[src/rtl/seg_scan_ctrl.sv]
// Multiplexed 7-segment scan controller: drives a shared BCD decoder and one-hot
// digit enables with dead-time, PWM brightness, leading-zero blanking and tear-free updates.
module seg_scan_ctrl #(
  parameter int NDIGITS    = 4,
  parameter int DEAD       = 16,
  parameter int BRIGHTBITS = 3,
  parameter int STEPBITS   = 6
) (
  input  logic                   i_clk,
  input  logic                   i_rst_n,
  input  logic                   i_wr_valid,
  output logic                   o_wr_ready,
  input  logic [4*NDIGITS-1:0]   i_wr_data,
  input  logic [NDIGITS-1:0]     i_wr_dp,
  input  logic                   i_lzb,
  input  logic [BRIGHTBITS-1:0]  i_bright,
  output logic [3:0]             o_val,
  output logic                   o_dec,
  output logic                   o_blank,
  output logic [NDIGITS-1:0]     o_dig_en,
  output logic                   o_frame
);

  localparam int ONW  = BRIGHTBITS + STEPBITS;
  localparam int SLOT = DEAD + (1 << ONW);
  localparam int DCW  = $clog2(SLOT);
  localparam int DW   = (NDIGITS > 1) ? $clog2(NDIGITS) : 1;
  localparam logic [DCW-1:0] DC_LAST = DCW'(SLOT - 1);
  localparam logic [DCW-1:0] DC_DEAD = DCW'(DEAD);
  localparam logic [DW-1:0]  D_LAST  = DW'(NDIGITS - 1);

  logic [DCW-1:0]             dc;
  logic [DW-1:0]              d;
  logic [NDIGITS-1:0][3:0]    disp;
  logic [NDIGITS-1:0][3:0]    sh_data;
  logic [NDIGITS-1:0]         dp_r;
  logic [NDIGITS-1:0]         sh_dp;
  logic                       pending;
  logic [BRIGHTBITS-1:0]      br;

  logic slot_end;
  logic frame_end;
  logic accept;

  assign slot_end  = (dc == DC_LAST);
  assign frame_end = slot_end && (d == D_LAST);
  // Handshake: a word transfers on any cycle with i_wr_valid && o_wr_ready; the
  // source holds valid (and data) until then. Ready stays low while a word waits
  // in the shadow register for the next frame boundary.
  assign accept     = i_wr_valid && !pending;
  assign o_wr_ready = !pending;
  assign o_frame    = frame_end;

  always_ff @(posedge i_clk or negedge i_rst_n) begin
    if (!i_rst_n) begin
      dc      <= '0;
      d       <= '0;
      disp    <= '0;
      dp_r    <= '0;
      sh_data <= '0;
      sh_dp   <= '0;
      pending <= 1'b0;
      br      <= '0;
    end else begin
      if (slot_end) begin
        dc <= '0;
        br <= i_bright;
        d  <= (d == D_LAST) ? '0 : d + 1'b1;
      end else begin
        dc <= dc + 1'b1;
      end
      // Commit and capture are exclusive: capture needs pending==0, commit needs pending==1.
      if (frame_end && pending) begin
        disp    <= sh_data;
        dp_r    <= sh_dp;
        pending <= 1'b0;
      end else if (accept) begin
        sh_data <= i_wr_data;
        sh_dp   <= i_wr_dp;
        pending <= 1'b1;
      end
    end
  end

  // lead_zero[k]: every nibble and dp from the top digit down to k is zero.
  logic [NDIGITS-1:0] lead_zero;
  always_comb begin
    logic run;
    run       = 1'b1;
    lead_zero = '0;
    for (int k = NDIGITS - 1; k >= 0; k--) begin
      run          = run & (disp[k] == 4'd0) & ~dp_r[k];
      lead_zero[k] = run;
    end
  end

  logic [ONW-1:0] off;
  logic           lit;
  logic           in_dead;
  logic           lz_blank;

  always_comb begin
    off      = ONW'(dc - DC_DEAD);
    in_dead  = (dc < DC_DEAD);
    lit      = (off[ONW-1:STEPBITS] < br);
    lz_blank = i_lzb && (d != '0) && lead_zero[d];
    o_val    = disp[d];
    o_dec    = dp_r[d];
    o_dig_en = '0;
    o_blank  = 1'b1;
    if (!in_dead && !lz_blank && lit) begin
      o_dig_en = NDIGITS'(1) << d;
      o_blank  = 1'b0;
    end
  end

endmodule

[config.mk]
export PLATFORM = sky130hd
export DESIGN_NAME = seg_scan_ctrl
export DESIGN_NICKNAME = d
export VERILOG_FILES = /design/src/rtl/seg_scan_ctrl.sv
export SDC_FILE = /design/constraint.sdc
export NUM_CORES = 1
export LEC_CHECK = 0
export ABC_AREA = 1
export BUFFER_PORTS_ARGS = -buffer_cell sky130_fd_sc_hd__buf_4
export CAP_MARGIN = 20
export CORE_UTILIZATION = 55
export DETAILED_ROUTE_END_ITERATION = 16
export PLACE_DENSITY = 0.77
export SYNTH_ARGS = -nofsm -noshare
export SYNTH_HDL_FRONTEND = slang
export SYNTH_SLANG_ARGS = --single-unit
[constraint.sdc]
create_clock -name i_clk -period 2.8 [get_ports i_clk]
set_clock_uncertainty 0.05 [all_clocks]
set_input_delay 0.14 -clock i_clk [delete_from_list [all_inputs] [get_ports i_clk]]
set_output_delay 0.14 -clock i_clk [all_outputs]
set_load 0.005 [all_outputs]
==> flow_summary.yaml, run 1 <==
status:
  run_status: "finished, final reports clean"
floorplanning:
  die_w_um: 72.3
  die_h_um: 72.3
  row_count: 25
  core_area_um2: 4750
  ios: 39
  die-area_um2: 5230
  start_util_pct: 57.2
global_route:
  grt_remaining_overflow: 0
  grtUsageTotal_pct: 21.6
  antenna_found_initial: 0
  grt_pass1_vias: 1888
  grt_pass1_wl_um: 8700
  grt_max_degree: 57
clocking:
  cts_setup_buffers: 0
  cts_tree: "done"
  cts.sinks: 56
  path_clk_slew_ps: 100
  cts_made_buffers: 5
  clockRootBuffer: "clkbuf_8"
  h-tree-depth: 2
  clock_latency_ps: 300
  cts_buffer_depth: 2
detailed_routing:
  ant_nets: 0
  finalWirelength_um: 4930
  drt-initial-drc-count: 93
  wl_per_cell_um: 12.3
  num_vias: 2061
  dr.pass1.iters: 4
  drc: 0
  via_per_inst: 5.14
pwr:
  netSwitchingFraction_pct: 21.0
  total_power_mw: 1.47
  pwr-share-seq_pct: 58.2
  p_sw_mw: 0.310
  p_leak_nw: 1.70
  p_comb_share_pct: 5.6
  ir_worst_vdd_uv: 414
  p_per_area_nw_per_um2: 459
  clkPwrFrac_pct: 36.2
  internal-power_mw: 1.16
yosys:
  synthFlopType: "dfrtp_1"
  ys_seq_area_share_pct: 51.5
  synth_cells: 289
  syn_avg_cell_area_um2: 9.41
  synth_edf_count: 0
  yosys-top-cells-area: "dfrtp_1 (52%), nand2_1 (9.4%), mux2_2 (7.5%), nand3_1 (5.2%), nor2_1 (4.1%)"
  synth_top_area_share_pct: 51.5
  syn_nets: 323
  async_flop_share_pct: 100
  ys_types: 30
  ys_ff_latch: 56
  netlist_area_um2: 2720
  yosysWarnings: 0
  synth_top_area_cell: "dfrtp_1"
placement:
  port_buffers: 38
  place_hpwl_um: 3570
  place_congestion: 0.811
min_path:
  min_path_cells: 2
  hp-start: "i_wr_data[5]"
  min_path_type: "input pin to register"
sta:
  setup_violations: 0
  rsz0062_at_grt: "false"
  maxSlewHeadroom_pct: 51.6
  fin_crit_sh_pct: 88.4
  final_hold_viol_count: 0
  fin_crit_ps: 2480
  setup_tns_ps: 0
  timing.fmax_ghz: 0.404
  drv_slew: 0
  tightest_slew_ps: 726
cells_and_area:
  n_antenna_cell: 0
  final_nets: 367
  final_cell_mix: "nand2_1 (68), dfrtp_1 (56), buf_4 (39)"
  final_common_cell: "nand2_1"
  drive_gt1_share_pct: 24.0
  syn_to_final_growth_pct: 18.1
worst_setup_path:
  cp_slowest_cell: "dfrtp_1"
  reg2reg_from: "dc[6]"
  cp.required_ps: 2610
  path_class: "register to primary output"
  critPathLaunchType: "register"
  cp_max_fo: 16
  crit_chain: "inv_1 > ha_1 > inv_1 > nand3_1 > nor2_1 > nand2_1 > inv_1 > nand2_1 > nand3_1 > nor2_1 > buf_4"
  cpMostUsedCell: "inv_1"
  rr_worst_depth: 7
  end_kind: "primary output"
  max_stage_delay_ps: 580
  critPathArrivalTime_ps: 2290
  crit_start: "d[0]"
flow_run:
  maxCapViolCount: 0
through the flow:
stage,util (%),instances,area [µm²],hold slack (ps),setup slack [ps]
after floorplan,-,289,2720,-206,1060
after CTS,66.9,398,3180,0.833,302
after global routing,67.6,401,3210,0.294,40.0
final,67.6,401,3210,10.0,324
after global placement,63.5,385,3020,175,671
after detailed placement,63.5,385,3020,180,659
metal layers:
metal  part of all wire (%)  vias to the layer above  global-route usage, %
met5                      0                        -                      0
met4                    1.2                        0                   6.32
met3                    4.4                        7                   4.17
met2                     48                       55                   34.0
met1                     47                      977                   30.7
li1                       -                     1022                      -
final timing paths:
check,slack (ps),to
max in group asynchronous,1890,sh_dp[0]
min in group asynchronous,350,dc[6]
worst min-delay path,10,sh_data[5]
worst max register to register,800,disp[12]
worst max-delay path,320,o_dig_en[3]
worst min register to register,420,dc[0]
timing repair:
action	CTS	global route
endpoints found under the setup margin	0	0
hold endpoints to repair	60	3
resized for setup	0	0
hold buffers	5	3
cells in the mapped netlist, types with 2 or more instances:
master,n
buf_6,2
dfrtp_1,56
mux2_2,18
nand3_1,28
buf_2,4
o21ai_0,14
clkbuf_1,2
xor2_1,6
ha_1,7
o21ai_2,2
nor2_1,30
nor2_4,2
o22ai_1,4
inv_2,3
a21oi_1,8
inv_1,22
nand2_1,68
sequential cells by signal, summed over array words and instances, names as in the netlist:
name	count
pending	1
sh_dp	4
sh_data	16
dp_r	4
br	3
d	2
dc	10
disp	16
area by class of cell:
type / instances / area (µm²)
well taps: 67 / 83.8
inverters: 26 / 97.6
clock buffers: 5 / 68.8
multi-input cells: 197 / 1140
fillers: 420 / 1540
clock inverters: 3 / 46.3
flip-flops and latches: 56 / 1400
repair buffers: 47 / 373
power by group through the flow:
stage	combinational, mW	clock (mW)	sequential [mW]
5_1_grt	0.0936	0.584	0.863
6_report	0.0826	0.533	0.858
2_1_floorplan	0.0293	0	0.869
4_1_cts	0.0820	0.547	0.858
3_5_place_dp	0.0761	0	0.874
3_3_place_gp	0.0736	0	0.872
worst max-delay path: cells and delay by family (launching register included):
family	cells	cell delay [ps]
flip-flops	1	580
buffers and inverters	4	570
AND/OR/NAND/NOR	6	550
adder cells (fa/ha/maj)	1	290
cells by family after synthesis:
logic type,count (synthesis),share of synthesized area [%]
flops,56,51.5
compound gates,28,5.61
xor+xnor,6,1.93
fa+ha+maj,7,3.22
mux,18,7.45
simple gates,138,23.8
buf+inv,36,6.49
Power figures use the tool's default switching activity.
==> run 2: changes to the inputs <==
ABC_AREA = unset   (was 1)
CTS_BUF_LIST = sky130_fd_sc_hd__clkbuf_4 sky130_fd_sc_hd__clkbuf_8   (was unset)
==> run 2 against run 1 <==
Sequential cell count unchanged. Clock power down 14%. Register-to-register slack worse by 110 ps. Fmax down 2.0%. Cell area down 3.6%. First-iteration DRC count down 29%. Utilization up 1.2 points. Final cell count down 28%. Total power down 5.3%. Non-clock buffer count down 2. Area after synthesis down 2.1%. Sequential share of layout area up 1.6 points. Critical endpoint is now o_blank.
==> flow_summary.yaml, run 2 <==
worst_setup_path:
  r2r_setup_slack_ps: 690
  crit_chain: "or3_1 > xnor2_1 > ha_1 > o21ai_0 > a41o_1 > nand2_1 > a21o_1 > buf_4"
  reg2reg_from: "dc[4]"
  path_buf_inv: 1
  critPathArrivalTime_ps: 2340
  cp_max_fo: 8
  end_kind: "primary output"
  crit_family: "simple AND/OR/NAND/NOR gates"
  max_stage_delay_ps: 480
  path_class: "register to primary output"
  cp_slowest_cell: "dfrtp_1"
  rr_worst_depth: 4
  critPathLaunchType: "register"
  cp.required_ps: 2610
  reg2reg_to: "dp_r[3]"
global_route:
  grt_max_degree: 57
  antenna_found_initial: 0
  grt_pass1_vias: 1592
  grt_pass1_wl_um: 7780
  grtUsageTotal_pct: 20.1
  grt_remaining_overflow: 0
floorplanning:
  die_h_um: 71.6
  start_util_pct: 59.1
  row_count: 24
  die_w_um: 71.6
  die-area_um2: 5120
  ios: 39
  core_area_um2: 4500
pwr:
  p_per_area_nw_per_um2: 451
  ir_worst_vdd_uv: 276
  p_leak_nw: 1.49
  total_power_mw: 1.40
cells_and_area:
  instances_no_fill: 288
  final_nets: 269
  n_antenna_cell: 0
  top_regs: "disp: 16 flops, sh_data: 16 flops, dc: 10 flops"
  design_area_um2: 3100
  final_common_cell: "dfrtp_1"
  fillers: 331
  final_cell_mix: "dfrtp_1 (56), buf_4 (40), mux2_2 (22)"
  syn_to_final_growth_pct: 16.4
  post-route-util_pct: 68.8
  drive_gt1_share_pct: 40.7
sta:
  rsz0062_at_grt: "false"
  setup_tns_ps: 0
  drv_slew: 0
  tightest_slew_ps: 694
  setup_violations: 0
  fin_crit_sh_pct: 90.3
  fin_crit_ps: 2530
  maxSlewHeadroom_pct: 53.7
  timing.fmax_ghz: 0.396
  final_hold_viol_count: 0
yosys:
  synthFlopType: "dfrtp_1"
  ys_seq_area_share_pct: 52.6
  syn_avg_cell_area_um2: 13.9
  synth_cells: 192
  yosys-top-cells-area: "dfrtp_1 (53%), mux2_4 (11%), mux2_2 (9.3%), mux4_2 (4.2%), ha_1 (3.3%)"
  synth_top_area_share_pct: 52.6
  yosys.area_share.simple_pct: 9.26
  synth.most_common_cell: "dfrtp_1"
  netlist_area_um2: 2660
  ys_ff_latch: 56
  synth_top_area_cell: "dfrtp_1"
  synth_top_family_by_area: "multiplexers"
  syn_nets: 226
  async_flop_share_pct: 100
  yosys-top-cells-count: "dfrtp_1 (56), mux2_2 (22), mux2_4 (19), nor2_1 (11)"
  yosysWarnings: 0
  synth-compound-area-share_pct: 3.48
  synth_mux_area_share_pct: 24.6
  synth_fa_ha_area_share_pct: 3.29
  ys_types: 35
  synth_edf_count: 0
  synthXorXnorAreaFrac_pct: 2.96
placement:
  place_hpwl_um: 3170
  placed_area_um2: 2950
  port_buffers: 38
  place_congestion: 0.823
  post-place-cells: 275
min_path:
  hp-start: "i_wr_data[0]"
  hold_end: "sh_data[0]"
  min_path_cells: 2
  min_path_type: "input pin to register"
clocking:
  post_cts_resized: 0
  clockRootBuffer: "clkbuf_8"
  path_clk_slew_ps: 90
  cts_buffer_depth: 2
  cts.sinks: 56
  clock_latency_ps: 300
  cts_made_buffers: 5
  h-tree-depth: 2
  cts_setup_buffers: 0
  cts_tree: "done"
flow_run:
  maxCapViolCount: 0
detailed_routing:
  via_per_inst: 5.40
  ant_nets: 0
  drc: 0
  finalWirelength_um: 4480
  wl_per_cell_um: 15.5
  drt-initial-drc-count: 66
  num_vias: 1554
  dr.pass1.iters: 4
status:
  run_status: "finished, final reports clean"
## run 2: changes by cell type after synthesis, sizes merged, moves of 4 or more
cell | before | now
xnor2 | 0 | 5
a21oi | 8 | 4
nand3 | 30 | 6
inv | 25 | 6
mux4 | 0 | 5
nand2 | 69 | 7
nor2 | 33 | 11
o21ai | 16 | 7
mux2 | 18 | 41
o22ai | 4 | 0
and3 | 0 | 4
## run 2: cell type report
| type | instances | area, µm² | share of cell area [%] |
|---|---|---|---|
| inverter | 6 | 22.5 | 0.727 |
| tap | 52 | 65.1 | 2.10 |
| multi-input combinational | 121 | 1160 | 37.5 |
| clock buffer | 8 | 97.6 | 3.15 |
| sequential | 56 | 1400 | 45.2 |
| timing repair buffer | 45 | 350 | 11.3 |
## run 2: kinds of logic after synthesis
| logic type | count (synthesis) |
|---|---|
| fa+ha+maj | 7 |
| xor+xnor | 9 |
| buf+inv | 15 |
| mux | 47 |
| compound gates | 15 |
| simple gates | 43 |
| flops | 56 |
## run 2: where the power goes
part | internal (mW) | switching (mW) | leakage [nW]
Combinational | 0.0524 | 0.0273 | 0.716
Clock | 0.221 | 0.235 | 0.0523
Sequential | 0.842 | 0.0182 | 0.721
## run 2: timing repair
action                                  CTS  global route
hold buffers                              3             2
endpoints found under the setup margin    0             0
hold endpoints to repair                 58             2
## run 2: routing by layer
| metal | global-route usage [%] | routed length, µm | vias to the layer above |
|---|---|---|---|
| met5 | 0 | 0 | - |
| met4 | 3.92 | 35 | 0 |
| met3 | 4.64 | 159 | 4 |
| met2 | 32.9 | 2130 | 34 |
| met1 | 28.0 | 2150 | 751 |
| li1 | - | - | 765 |
## run 2: how the worst max path moves through the flow
stage                     startpoint     endpoint  slack, ps  cells after the start
after floorplan                dc[4]  o_dig_en[1]        810                      8
after global placement         dc[4]      o_blank        660                      8
after detailed placement       dc[4]      o_blank        610                      8
after CTS                      dc[4]      o_blank        270                      8
after global routing           dc[4]  o_dig_en[2]         20                      8
final                          dc[4]      o_blank        270                      8
## run 2: stage by stage
stage	hold WS (ps)	worst slack [ps]
2_1_floorplan	-206	809
3_3_place_gp	180	663
3_5_place_dp	183	615
4_1_cts	0.275	266
5_1_grt	0.678	16.2
6_report	12.2	273
